==> config.mk <==
export PLATFORM = sky130hd
export DESIGN_NAME = accel_mem_arbiter
export DESIGN_NICKNAME = d
export VERILOG_FILES = /design/src/rtl/accel_mem_arbiter.sv
export SDC_FILE = /design/constraint.sdc
export NUM_CORES = 1
export LEC_CHECK = 0
export CORE_AREA = 2 2 156 158
export CTS_CLUSTER_SIZE = 20
export DETAILED_ROUTE_END_ITERATION = 10
export DIE_AREA = 0 0 158 160
export PLACE_DENSITY_LB_ADDON = 0.08
export SLEW_MARGIN = 15
export SYNTH_ARGS = -nofsm -noshare
export SYNTH_HDL_FRONTEND = slang
export SYNTH_SLANG_ARGS = --single-unit
export TNS_END_PERCENT = 30
==> constraint.sdc <==
create_clock -name clk -period 2.98 [get_ports clk]
set_input_delay 0.596 -clock clk [delete_from_list [all_inputs] [get_ports clk]]
set_output_delay 0.596 -clock clk [all_outputs]
set_load 0.01 [all_outputs]
==> src/rtl/accel_mem_arbiter.sv <==
// Round-robin arbiter serialising N engine memory transactions onto one port; grant is registered one edge after the request.
// Requesters simply wait while not granted; a 00 gap cycle follows every grant, and a watchdog aborts hung grants.
module accel_mem_arbiter #(
  parameter int N       = 4,
  parameter int TIMEOUT = 255
) (
  input  logic                 clk,
  input  logic                 reset,
  input  logic [2*N-1:0]       req_op,
  input  logic [32*N-1:0]      req_addr,
  input  logic [32*N-1:0]      req_wdata,
  output logic [31:0]          req_rdata,
  output logic [N-1:0]         req_opdone,
  output logic [1:0]           mem_operation,
  output logic [31:0]          mem_addr,
  output logic [31:0]          mem_wdata,
  input  logic [31:0]          mem_rdata,
  input  logic                 mem_opdone,
  output logic [$clog2(N)-1:0] grant_id,
  output logic                 busy,
  output logic                 timeout_err
);
  localparam int GW = $clog2(N);

  typedef enum logic {
    IDLE  = 1'b0,
    GRANT = 1'b1
  } state_t;

  state_t          state_q, state_d;
  logic [GW-1:0]   ptr_q, ptr_d;
  logic [GW-1:0]   grant_id_q, grant_id_d;
  logic [1:0]      mem_operation_q, mem_operation_d;
  logic [31:0]     mem_addr_q, mem_addr_d;
  logic [31:0]     mem_wdata_q, mem_wdata_d;
  logic [15:0]     wdog_q, wdog_d;
  logic            timeout_err_q, timeout_err_d;

  logic [GW-1:0]   sel;
  logic            found;
  logic [1:0]      g_op;
  logic [31:0]     g_addr;
  logic [31:0]     g_wdata;
  logic            expire;

  assign g_op    = req_op[2*int'(grant_id_q) +: 2];
  assign g_addr  = req_addr[32*int'(grant_id_q) +: 32];
  assign g_wdata = req_wdata[32*int'(grant_id_q) +: 32];

  // Watchdog fires on the TIMEOUT-th consecutive GRANT cycle without completion.
  assign expire = ({1'b0, wdog_q} + 17'd1) >= 17'(TIMEOUT);

  // Round-robin search starting just after the last served index.
  always_comb begin
    found = 1'b0;
    sel   = '0;
    for (int k = 1; k <= N; k++) begin
      if (!found && req_op[2*((int'(ptr_q) + k) % N) +: 2] != 2'b00) begin
        found = 1'b1;
        sel   = GW'((int'(ptr_q) + k) % N);
      end
    end
  end

  always_ff @(posedge clk or negedge reset) begin
    if (!reset) begin
      state_q         <= IDLE;
      ptr_q           <= GW'(N - 1);
      grant_id_q      <= '0;
      mem_operation_q <= 2'b00;
      mem_addr_q      <= '0;
      mem_wdata_q     <= '0;
      wdog_q          <= '0;
      timeout_err_q   <= 1'b0;
    end else begin
      state_q         <= state_d;
      ptr_q           <= ptr_d;
      grant_id_q      <= grant_id_d;
      mem_operation_q <= mem_operation_d;
      mem_addr_q      <= mem_addr_d;
      mem_wdata_q     <= mem_wdata_d;
      wdog_q          <= wdog_d;
      timeout_err_q   <= timeout_err_d;
    end
  end

  always_comb begin
    state_d         = state_q;
    ptr_d           = ptr_q;
    grant_id_d      = grant_id_q;
    mem_operation_d = mem_operation_q;
    mem_addr_d      = mem_addr_q;
    mem_wdata_d     = mem_wdata_q;
    wdog_d          = wdog_q;
    timeout_err_d   = 1'b0;
    case (state_q)
      IDLE: begin
        mem_operation_d = 2'b00;
        if (found) begin
          state_d         = GRANT;
          grant_id_d      = sel;
          mem_operation_d = req_op[2*int'(sel) +: 2];
          mem_addr_d      = req_addr[32*int'(sel) +: 32];
          mem_wdata_d     = req_wdata[32*int'(sel) +: 32];
          wdog_d          = '0;
        end
      end
      GRANT: begin
        mem_operation_d = g_op;
        mem_addr_d      = g_addr;
        mem_wdata_d     = g_wdata;
        wdog_d          = (wdog_q == 16'hFFFF) ? wdog_q : wdog_q + 16'd1;
        // Completion outranks both requester abort and watchdog expiry.
        if (mem_opdone || g_op == 2'b00) begin
          state_d         = IDLE;
          ptr_d           = grant_id_q;
          mem_operation_d = 2'b00;
        end else if (expire) begin
          state_d         = IDLE;
          ptr_d           = grant_id_q;
          mem_operation_d = 2'b00;
          timeout_err_d   = 1'b1;
        end
      end
    endcase
  end

  always_comb begin
    busy       = (state_q == GRANT);
    req_opdone = '0;
    if (state_q == GRANT && mem_opdone) begin
      req_opdone[grant_id_q] = 1'b1;
    end
  end

  assign req_rdata     = mem_rdata;
  assign mem_operation = mem_operation_q;
  assign mem_addr      = mem_addr_q;
  assign mem_wdata     = mem_wdata_q;
  assign grant_id      = grant_id_q;
  assign timeout_err   = timeout_err_q;

endmodule

-- Word-level counts from Yosys, hierarchy flattened
Index checks and enable logic that the tools add are counted.
- input bits: 299
- word-level logic and storage cells: 88
- register bits after elaboration: 88
- $add $sub $neg: 6
- magnitude comparators: 3
- bitwise operators: 5
- eq/ne operators: 3
- mux-type cells: 31
- reduce and logical (&&, ||, !) cells: 22
- shift operators: 10
- operators with widths (kind ; count):
    variable part select 128 x 8 -> 32 bit ; 4
    case mux 32 bit (2 select lines) ; 2
    2-to-1 mux 32 bit ; 2
    variable part select 8 x 4 -> 2 bit ; 6
    2-to-1 mux 16 bit ; 2
    case mux 16 bit (2 select lines) ; 1
    2-to-1 mux 2 bit ; 9
    adder 16 x 1 -> 17 bit (second input constant) ; 1
    >= comparator 17 x 8 -> 1 bit (second input constant) ; 1
    adder 16 x 1 -> 16 bit (second input constant) ; 1
    equality test 16 bit (second input constant) ; 1
    2-to-1 mux 1 bit ; 11
    nonzero test 2 bit ; 5
    OR reduction 2 bit ; 4
    AND reduction 2 bit ; 3
    logical AND 1 bit ; 5
    adder 2 x 1 -> 2 bit (second input constant) ; 2
    adder 2 bit (second input constant) ; 2
    AND 1 bit (first input constant) ; 4
    2-to-1 mux 4 bit ; 1
    != test 2 bit (second input constant) ; 2
    case mux 2 bit (2 select lines) ; 1
    zero test 1 bit ; 3
    < comparator 2 x 3 -> 1 bit (second input constant) ; 1
    6 further kinds ; 6

-- Depth between registers and ports, before layout
Gate-level depths: netlist of the first run.
- depth in word-level cells: 18
- mapped depth: 8
- gate-level depth less buffers: 8

-- Least setup slack after synthesis of the first run
Ideal clock, no wire load.
- path kind: register -> register
- start: reg wdog_q[0]
- end: reg ptr_q[0]
- data arrival time: 2.253 ns
- stages on the path, launching flop included: 9
- path buffers: 1
- path slack: 0.642 ns
- cell sequence: dfrtp_1 > ha_1 > buf_2 > inv_1 > nor4_2 > mux2i_1 > o311ai_2 > o41ai_4 > mux2_1
- longest elaborated chain between the ends: 4
- ends and longest elaborated chain (item ; RTL line ; source):
    from (decl) ; 36 ; logic [15:0] wdog_q, wdog_d;
    from (signal assigned) ; 82 ; wdog_q <= wdog_d;
    adder 16 x 1 -> 17 bit ; 51 ; assign expire = ({1'b0, wdog_q} + 17'd1) >= 17'(TIMEOUT);
    >= comparator 17 x 8 -> 1 bit ; 51 ;
    nonzero test 2 bit (no source line) ; - ;
    AND reduction 2 bit (no source line) ; - ;
    to (signal assigned) ; 68 ; ptr_q <= GW'(N - 1);
    to (signal assigned) ; 77 ; ptr_q <= ptr_d;
    to (decl) ; 31 ; logic [GW-1:0] ptr_q, ptr_d;
No other way between the ends.
A chain may end at the register's enable or synchronous reset.

-- Worst setup path after layout of the first run
- start: reg state_q, in the netlist busy
- end: out req_opdone[1]
- longest elaborated chain between the ends: 2
- ends and longest elaborated chain (item ; RTL line ; source):
    from (decl) ; 30 ; state_t state_q, state_d;
    from (signal assigned) ; 76 ; state_q <= state_d;
    logical AND 1 bit ; 131 ; if (state_q == GRANT && mem_opdone) begin
    2-to-1 mux 4 bit ; 131 ;
    to (decl) ; 13 ; output logic [N-1:0] req_opdone,
No other way between the ends.

==> results of run 1 <==
-- synthesized netlist by cell type, drive strengths merged (2+ instances only) --
master  count  area (sq um)
mux2i     135          1351
dfrtp      86          2152
nand2      83         314.1
o221ai     68         601.8
buf        60         415.4
o21ai      23         118.9
nor2       19         73.82
clkbuf     16         60.06
nand3      14         95.09
nor3        6         30.03
o31ai       5         37.54
a21oi       4         20.02
nand4       4         40.04
o21a        4         30.03
o41ai       4         72.57
and2        3         18.77
inv         3         11.26
nor2b       3         18.77
nor4        3         46.29
xnor2       3         26.28
xor2        3         26.28
a31oi       2         12.51
a32o        2         20.02
dfstp       2         52.55
ha          2         25.02
mux2        2         22.52
mux4        2         45.04
o311ai      2         32.53
or2         2         12.52
-- path summary, 6_finish.rpt --
kind	from	endpoint	slack, ns	depth (start not counted)
min in group clk	mem_wdata[23]	mem_wdata[23]	0.48	2
worst max-delay path	busy	req_opdone[1]	0.44	3
worst min-delay path	reset	timeout_err	0.22	1
max in group asynchronous	reset	mem_wdata[22]	2.05	2
worst min register to register	mem_wdata[23]	mem_wdata[23]	0.48	2
worst max register to register	wdog_q[2]	ptr_q[1]	0.53	6
-- cell type report --
class                      count  area (sq um)  area share (%)
antenna                        1         2.502         0.02539
multi-input combinational    406          3182           32.28
inverter                       3         11.26          0.1143
sequential                    88          2205           22.37
clock inverter                 5         56.30          0.5713
clock buffer                  11         242.7           2.463
tap                          324         405.4           4.113
timing repair buffer         365          3751           38.06
-- sequential cells by signal, indices dropped and copies added (netlist names) --
signal and count:
mem_addr 32, mem_wdata 32, wdog_q 16, grant_id 2
mem_operation 2, ptr_q 2, busy 1, timeout_err 1
-- kinds of logic (layout without fill, tap and decap cells) --
logic type	after synthesis	in the layout	synth area share [%]
and+or+nand+nor	142	142	11.81
muxes	139	139	24.26
AOI/OAI and AO/OA	117	117	16.60
DFF	88	88	37.69
buffers and inverters	79	384	8.321
xor gates and xnor gates	6	6	0.8986
adders and majority gates	2	2	0.4277
other	0	1	0
-- worst max-delay path, delay by kind of cell (launching register included) --
kind | cells | cell delay [ns]
simple gates | 1 | 0.23
buf+inv | 2 | 0.81
flops | 1 | 0.57
-- cells in the final DEF, fill, tap and decap left out, types with 2 or more instances in the layout --
master             n
mux2_1             2
o41ai_4            2
o21a_1             2
mux4_2             2
inv_1              3
o311ai_2           2
nor3_1             6
o21ai_0           19
nor2_1            17
nand2_1           82
mux2i_1          135
buf_12            13
ha_1               2
clkdlybuf4s50_1  339
nand3_4            2
a32o_1             2
buf_4             13
and2_1             3
nor2b_1            3
clkinv_2           2
dfrtp_1           86
nand3_1           12
xor2_1             3
o21ai_1            3
dfstp_2            2
a31oi_1            2
o31ai_1            5
nor4_2             2
clkbuf_16          9
o221ai_1          67
xnor2_1            3
nand4_1            3
o41ai_1            2
a21oi_1            4
-- routing by layer --
metal	vias up	routed length [microns]	global-route usage [%]
met5	-	0	0
met4	0	757	7.412
met3	54	1577	4.315
met2	241	11940	32.33
met1	2749	8608	19.87
li1	2725	-	-
-- metrics by stage --
stage	area, sq um	utilization (%)	power (uW)	instances	setup slack (ns)
6_report	9856	41.38	9043	1203	0.4369
5_1_grt	9856	41.38	9630	1203	0.2967
4_1_cts	9853	41.36	9169	1202	0.3917
3_5_place_dp	9554	40.11	7947	1186	0.09310
3_3_place_gp	9554	40.11	7873	1186	0.1511
2_1_floorplan	5849	-	5349	573	0.6420
-- power groups by stage --
stage	registers (uW)	clock network, uW	logic, uW
floorplan	2280	0	3070
global placement	2140	0	5740
detailed placement	2160	0	5790
CTS	2150	1240	5780
global route	2220	1280	6130
finish	2140	1180	5720
==> summary.md, run 1 <==
| Metric | Value |
|---|---|
| EDFF count, synth | `0` |
| Final setup skew | `0.01049 ns` |
| Vias in the first global route | `6171` |
| Worst-Margin Slew | `0.5291 ns` |
| Crit path time final | `about 2.5 ns` |
| Pin count of the biggest net entering global routing | `66` |
| Clock share of power | `a little over an eighth` |
| Clock transition at path regs | `about 0.070 ns` |
| PostCTS Resize Cnt | `0` |
| CTS Buffer Depth | `2` |
| Sw Share | `about two fifths` |
| Number of H-tree levels | `3` |
| Synthesis-to-finish area growth | `68.49%` |
| Die Ht | `around 160 microns` |
| Routability Congestion | `0.8462` |
| Synth warnings | `0` |
| Final Hold Viols | `0` |
| Post-synthesis sequential area ratio | `37.69%` |
| Sink Count | `~90` |
| Max-slew violation count | `0` |
| Pwr per Cell Area | `a little over 900 nW/um^2` |
| Worst setup EP type | `primary output` |
| Syn Inst Count | `roughly 570` |
| Root Buffer Master | `clkbuf_16` |
| Largest stage delay on the critical path | `0.57 ns` |
| Die width | `between 150 and 200 microns` |
| Post-synth net total | `874` |
| Max-Cap Viols | `0` |
| Worst endpoint data arrival time | `slightly below 2 ns` |
| Total track usage | `17.90%` |
| Pint | `5483 uW` |
| Cell variety after synth | `48` |
| Crit path cell chain | `inv_1 -> nor3_1 -> clkdlybuf4s50_1` |
| Starting density of the core | `24.56%` |
| Ports | `between 400 and 500` |
| First-pass GRT wire length | `around 35000 microns` |
| Average wire per standard cell | `approximately 19 microns` |
| Hold buffer count at cts | `0` |
| TNS Setup | `0 ns` |
| Port buffer count | `340` |
| Part of the power in registers | `between 20% and 30%` |
| Fill cells | `2334` |
| GRT Residual Overflow | `0` |
| Psw | `about 3600 uW` |
| Final setup violation count | `0` |
| Nets | `approximately 1.2k` |
| DR vias/cell | `about 4.8` |
| RSZ-0062 raised after global routing | `no` |
| Initial antenna violation count | `1` |
| Die footprint | `about 25000 sq um` |
| Synthesized area per cell | `between 10 and 15 sq um` |
| Asr flop ratio synth | `between 90% and 100%` |
| Setup crit start kind | `flop` |
| Fmax | `roughly 390 MHz` |
| # rows | `between 50 and 60` |
| DP HPWL | `between 15000 and 20000 microns` |
| Hold/Removal Path Class | `in2async` |
| DRC violations left | `0` |
| Rel. slew slack | `around 65%` |
| CTS buffer count | `9` |
| Synth Cell Area | `roughly 5800 sq um` |
| TritonCTS clock tree | `built` |
| Hold_ws | `0.2220 ns` |
| Kind of critical path | `reg2out` |
| Fraction of layout cells with a size suffix above 1 | `approximately 7%` |
| Via count | `5769` |
| VDD IR max | `between 0.4 and 0.5 mV` |
| Combinational fraction of design power | `between 60% and 70%` |
| Iter 0 DRT Violations | `between 200 and 300` |
| Worst path slowest cell | `dfrtp_1` |
| WL final | `roughly 23000 microns` |
| Core area | `roughly 24000 sq um` |
| Crit path max fanout | `8` |
| Synthesized flop and latch total | `88` |
| Post-synth top flop | `dfrtp_1` |
| Pre-antenna DRT Iters | `4` |
| Antenna-violating nets left | `0` |
| WP data required | `about 2.4 ns` |
| Status | `complete, no violations` |
| Pleak | `0.004081 uW` |
| Post-CTS Setup Bufs | `0` |
| Period Utilization, post-route | `85.34%` |
| Clk Latency, worst-skew pair | `0.35 ns` |
No activity file was read; power rests on OpenSTA's default activity.
==> run 2: changes to the inputs <==
--- a/config.mk
+++ b/config.mk
@@ -9,6 +9,9 @@
 export CTS_CLUSTER_SIZE = 20
 export DETAILED_ROUTE_END_ITERATION = 10
 export DIE_AREA = 0 0 158 160
+export DONT_BUFFER_PORTS = 1
+export GPL_ROUTABILITY_DRIVEN = 0
+export GPL_TIMING_DRIVEN = 0
 export PLACE_DENSITY_LB_ADDON = 0.08
 export SLEW_MARGIN = 15
 export SYNTH_ARGS = -nofsm -noshare
==> summary.md, run 2 (same netlist as run 1, synthesis figures left out) <==
| Metric | Value |
|---|---|
| Port buffer count | `0` |
| Reg2reg setup slack | `~0.26 ns` |
| Post-CTS Setup Bufs | `0` |
| Synthesis-to-finish area growth | `12.79%` |
| Core area | `23820 sq um` |
| N_diodes | `0` |
| # rows | `57` |
| Setup crit start kind | `flop` |
| Kind of critical path | `reg2reg` |
| Period Utilization, post-route | `between 90% and 100%` |
| Pre-antenna DRT Iters | `5` |
| Status | `complete, no violations` |
| Crit path max fanout | `10` |
| CTS buffer count | `9` |
| Via count | `roughly 4.7k` |
| Final setup violation count | `0` |
| Final Hold Viols | `0` |
| Clk Latency, worst-skew pair | `approximately 0.34 ns` |
| CTS Buffer Depth | `2` |
| First-pass GRT wire length | `~29000 microns` |
| Total track usage | `about 16%` |
| Starting density of the core | `about 25%` |
| Worst-Margin Slew | `0.7837 ns` |
| DR vias/cell | `5.123` |
| PostCTS Resize Cnt | `0` |
| Most common cell after layout, fill and taps aside | `mux2i_1` |
| WL final | `approximately 20000 microns` |
| TritonCTS clock tree | `built` |
| Fraction of layout cells with a size suffix above 1 | `between 10% and 20%` |
| Pleak | `between 0.002 and 0.003 uW` |
| RSZ-0062 raised after global routing | `no` |
| DP HPWL | `roughly 16000 microns` |
| Pwr per Cell Area | `between 1000 and 1500 nW/um^2` |
| Worst path slowest cell | `dfstp_2` |
| Pin count of the biggest net entering global routing | `a little under 90` |
| Root Buffer Master | `clkbuf_16` |
| Placed Cells | `897` |
| Worst setup EP type | `flop` |
| Average wire per standard cell | `22.30 microns` |
| Setup WS post-layout | `0.2590 ns` |
| DRC violations left | `0` |
| Ports | `405` |
| Rel. slew slack | `approximately 48%` |
| GRT Residual Overflow | `0` |
| Hold_ws | `around 0.090 ns` |
| Sink Count | `88` |
| Vias in the first global route | `around 4.7k` |
| Worst endpoint data arrival time | `~2.9 ns` |
| Nets | `between 800 and 900` |
| Fmax | `about 370 MHz` |
| Post-placement setup slack | `-0.009991 ns` |
| Iter 0 DRT Violations | `roughly 250` |
| Die Ht | `160 microns` |
| Initial antenna violation count | `0` |
| Final std cells w/o fill | `just over 900` |
| Clock transition at path regs | `about 0.070 ns` |
| Antenna-violating nets left | `0` |
| Die footprint | `between 20000 and 30000 sq um` |
| Crit path cell chain | `o21ai_0 -> o221ai_1 -> o21a_1 -> buf_2 -> buf_4 -> mux2i_1 -> o221ai_1` |
| Max-Cap Viols | `0` |
| Crit path time final | `~2.7 ns` |
| WP data required | `about 3.2 ns` |
| Most frequent cells in the layout | `mux2i_1 (135), dfrtp_1 (86), nand2_1 (82)` |
| Post-route cell area | `6598 sq um` |
| Hold buffer count at cts | `1` |
| Number of H-tree levels | `3` |
| Most used cell, CP | `o221ai_1` |
| Largest stage delay on the critical path | `0.60 ns` |
| Final setup skew | `~0.0063 ns` |
| Hold/Removal Path Class | `in2async` |
| VDD IR max | `roughly 0.61 mV` |
| DP Area | `approximately 6300 sq um` |
| Die width | `about 160 microns` |
| Max-slew violation count | `0` |
-- run 2: stage by stage --
step	power (uW)	utilization [%]	TNS, ns
after global routing	8260	27.70	0
after floorplan	5349	-	0
after detailed placement	6545	26.26	-0.009991
after CTS	7861	27.70	0
after global placement	6493	26.26	0
final	7694	27.70	0
-- run 2: worst max-delay path: cells and delay by family (launching register included) --
family,cells,cell delay [ns]
buf+inv,2,0.60
mux,1,0.39
flops,1,0.60
compound gates,4,0.96
-- run 2: final timing paths --
path,startpoint,endpoint,cells after the start
min reg2reg,wdog_q[15],wdog_q[15],1
max in group asynchronous,reset,mem_wdata[21],1
max reg2reg,ptr_q[0],mem_wdata[23],7
min in group clk,req_addr[100],mem_addr[4],2
max,ptr_q[0],mem_wdata[23],7
min,reset,ptr_q[0],0
-- run 2: layout make-up --
cell class                 instances  area [sq um]
fill                            2550         17220
clock buffer                       9         225.2
clock inverter                     6         90.09
timing repair buffer               1         27.53
multi-input combinational        406          3158
buffer                            76         475.5
inverter                           3         11.26
tap                              324         405.4
sequential                        88          2205
-- run 2: metal layers --
layer / share of wire (%) / track usage (%)
met3: 5.7 / 2.307
met2: 52 / 27.21
met4: 1.5 / 4.505
met1: 41 / 19.75
met5: 0 / 0
-- run 2: power by group --
group / switching, uW / internal (uW)
sequential: 714 / 1760
combinational: 2270 / 1700
clock: 517 / 736
==> run 3: changes to the inputs <==
--- a/config.mk
+++ b/config.mk
@@ -6,13 +6,14 @@
 export NUM_CORES = 1
 export LEC_CHECK = 0
 export CORE_AREA = 2 2 156 158
+export CTS_CLUSTER_DIAMETER = 50
 export CTS_CLUSTER_SIZE = 20
 export DETAILED_ROUTE_END_ITERATION = 10
 export DIE_AREA = 0 0 158 160
 export DONT_BUFFER_PORTS = 1
 export GPL_ROUTABILITY_DRIVEN = 0
 export GPL_TIMING_DRIVEN = 0
-export PLACE_DENSITY_LB_ADDON = 0.08
+export PLACE_DENSITY = 0.35
 export SLEW_MARGIN = 15
 export SYNTH_ARGS = -nofsm -noshare
 export SYNTH_HDL_FRONTEND = slang
==> summary.md, run 3 (same netlist as run 1, synthesis figures left out) <==
| Metric | Value |
|---|---|
| Antenna-violating nets left | `0` |
| Final setup violation count | `0` |
| Fraction of layout cells with a size suffix above 1 | `16.10%` |
| Port buffer count | `0` |
| Final std cells w/o fill | `between 900 and 1k` |
| Die Ht | `between 150 and 200 microns` |
| Pre-antenna DRT Iters | `5` |
| Hold buffer count at cts | `1` |
| Worst setup EP type | `flop` |
| Initial antenna violation count | `0` |
| Worst endpoint data arrival time | `2.92 ns` |
| Clock share of power | `between 10% and 20%` |
| PostCTS Resize Cnt | `0` |
| Psw | `~3500 uW` |
| WP data required | `between 3 and 4 ns` |
| VDD IR max | `between 0.5 and 0.6 mV` |
| Fill cells | `between 2k and 3k` |
| Placed Cells | `897` |
| Worst setup path startpoint | `ptr_q[0]` |
| Synthesis-to-finish area growth | `12.64%` |
| Post-CTS Setup Bufs | `0` |
| Pleak | `0.002880 uW` |
| Clock transition at path regs | `approximately 0.070 ns` |
| TritonCTS clock tree | `built` |
| Kind of critical path | `reg2reg` |
| Sw Share | `approximately 46%` |
| GRT Residual Overflow | `0` |
| Final setup skew | `a little over 0.008 ns` |
| Rel. slew slack | `48.23%` |
| Pwr per Cell Area | `approximately 1200 nW/um^2` |
| R2r endpoint | `mem_wdata[23]` |
| Via count | `~4.7k` |
| Core area | `~24000 sq um` |
| Reg2reg setup slack | `around 0.26 ns` |
| Die footprint | `approximately 25000 sq um` |
| Sink Count | `roughly 90` |
| Part of the power in registers | `32.2%` |
| WL final | `~20000 microns` |
| Pint | `roughly 4100 uW` |
| Post-route cell area | `between 6000 and 7000 sq um` |
| Hold/Removal Path Class | `in2async` |
| CTS Buffer Depth | `2` |
| Clk Latency, worst-skew pair | `~0.35 ns` |
| Number of H-tree levels | `3` |
| Ports | `between 400 and 500` |
| Combinational fraction of design power | `roughly half` |
| Final Hold Viols | `0` |
| Worst-Margin Slew | `around 0.78 ns` |
| Setup crit start kind | `flop` |
| Worst Setup EP | `mem_wdata[23]` |
| Status | `complete, no violations` |
| R2r worst-path depth | `7` |
| Starting density of the core | `24.56%` |
| Period Utilization, post-route | `between 90% and 100%` |
| Worst r2r src | `ptr_q[0]` |
| Crit path max fanout | `10` |
| DR vias/cell | `5.151` |
| Average wire per standard cell | `about 22 microns` |
| Max-slew violation count | `0` |
| Total track usage | `~15%` |
| Pin count of the biggest net entering global routing | `a little under 90` |
| Crit path time final | `2.725 ns` |
| CTS buffer count | `9` |
| DRC violations left | `0` |
| Iter 0 DRT Violations | `~180` |
| DP HPWL | `roughly 15000 microns` |
| Max-Cap Viols | `0` |
| First-pass GRT wire length | `between 20000 and 30000 microns` |
| Die width | `158 microns` |
| RSZ-0062 raised after global routing | `no` |
| N_diodes | `0` |
| Fmax | `~370 MHz` |
| Root Buffer Master | `clkbuf_16` |
| Most common cell after layout, fill and taps aside | `mux2i_1` |
| DP Area | `around 6300 sq um` |
| # rows | `57` |
| Most frequent cells in the layout | `mux2i_1 (135), dfrtp_1 (86), nand2_1 (82)` |
| Nets | `886` |
| Vias in the first global route | `between 4k and 5k` |
## run 3: changes by cell type in the layout (fill, tap and decap cells not counted), sizes merged
cell    previous run  this run
bufinv             2         1
clkbuf            25        27
## run 3: routing by layer
layer  vias up  track usage [%]  part of all wire [%]
met5         -                0                     0
met4         0            3.399                   1.1
met3        14            3.012                   5.5
met2       228            27.53                    52
met1      2321            18.65                    41
li1       2145                -                     -
## run 3: how the worst min path moves through the flow
stage            endpoint  slack, ns  depth (start not counted)
5_1_grt          ptr_q[1]       0.06                          0
4_1_cts          ptr_q[1]       0.07                          0
3_5_place_dp   wdog_q[11]       0.31                          0
6_report         ptr_q[1]       0.09                          0
2_1_floorplan        busy       0.30                          0
3_3_place_gp   wdog_q[13]       0.31                          0
## run 3: area by class of cell
| class | count | area, sq um | share of cell area, % |
|---|---|---|---|
| Timing Repair Buffer | 1 | 27.53 | 0.4178 |
| Clock inverter | 5 | 63.81 | 0.9685 |
| Clock buffer | 11 | 242.7 | 3.684 |
| Buffer | 76 | 475.5 | 7.216 |
| Tap cell | 324 | 405.4 | 6.153 |
| Sequential cell | 88 | 2205 | 33.46 |
| Multi-Input combinational cell | 406 | 3158 | 47.93 |
| Inverter | 3 | 11.26 | 0.1709 |
## run 3: metrics by stage
step / hold WS (ns) / worst slack [ns] / setup TNS, ns / utilization [%] / power [uW]
after global routing: 0.06361 / 0.09882 / 0 / 27.66 / 8164
final: 0.08839 / 0.2551 / 0 / 27.66 / 7623
after detailed placement: 0.3072 / -0.01768 / -0.01768 / 26.26 / 6518
after floorplan: 0.3004 / 0.6420 / 0 / - / 5349
after CTS: 0.06680 / 0.1957 / 0 / 27.66 / 7782
after global placement: 0.3064 / -0.001775 / -0.001775 / 26.26 / 6450
## run 3: power groups by stage
stage / Clock [uW] / Combinational [uW] / Sequential [uW]
final: 1210 / 3960 / 2460
after global routing: 1310 / 4340 / 2520
after CTS: 1260 / 4050 / 2470
after detailed placement: 0 / 4030 / 2480
after global placement: 0 / 3940 / 2510
after floorplan: 0 / 3070 / 2280
## run 3: worst max-delay path: stages (launching register included)
cell and delay, ns:
dfstp_2 0.60, o21ai_0 0.10, o221ai_1 0.44, o21a_1 0.19, buf_2 0.33, buf_4 0.32
mux2i_1 0.41, o221ai_1 0.19
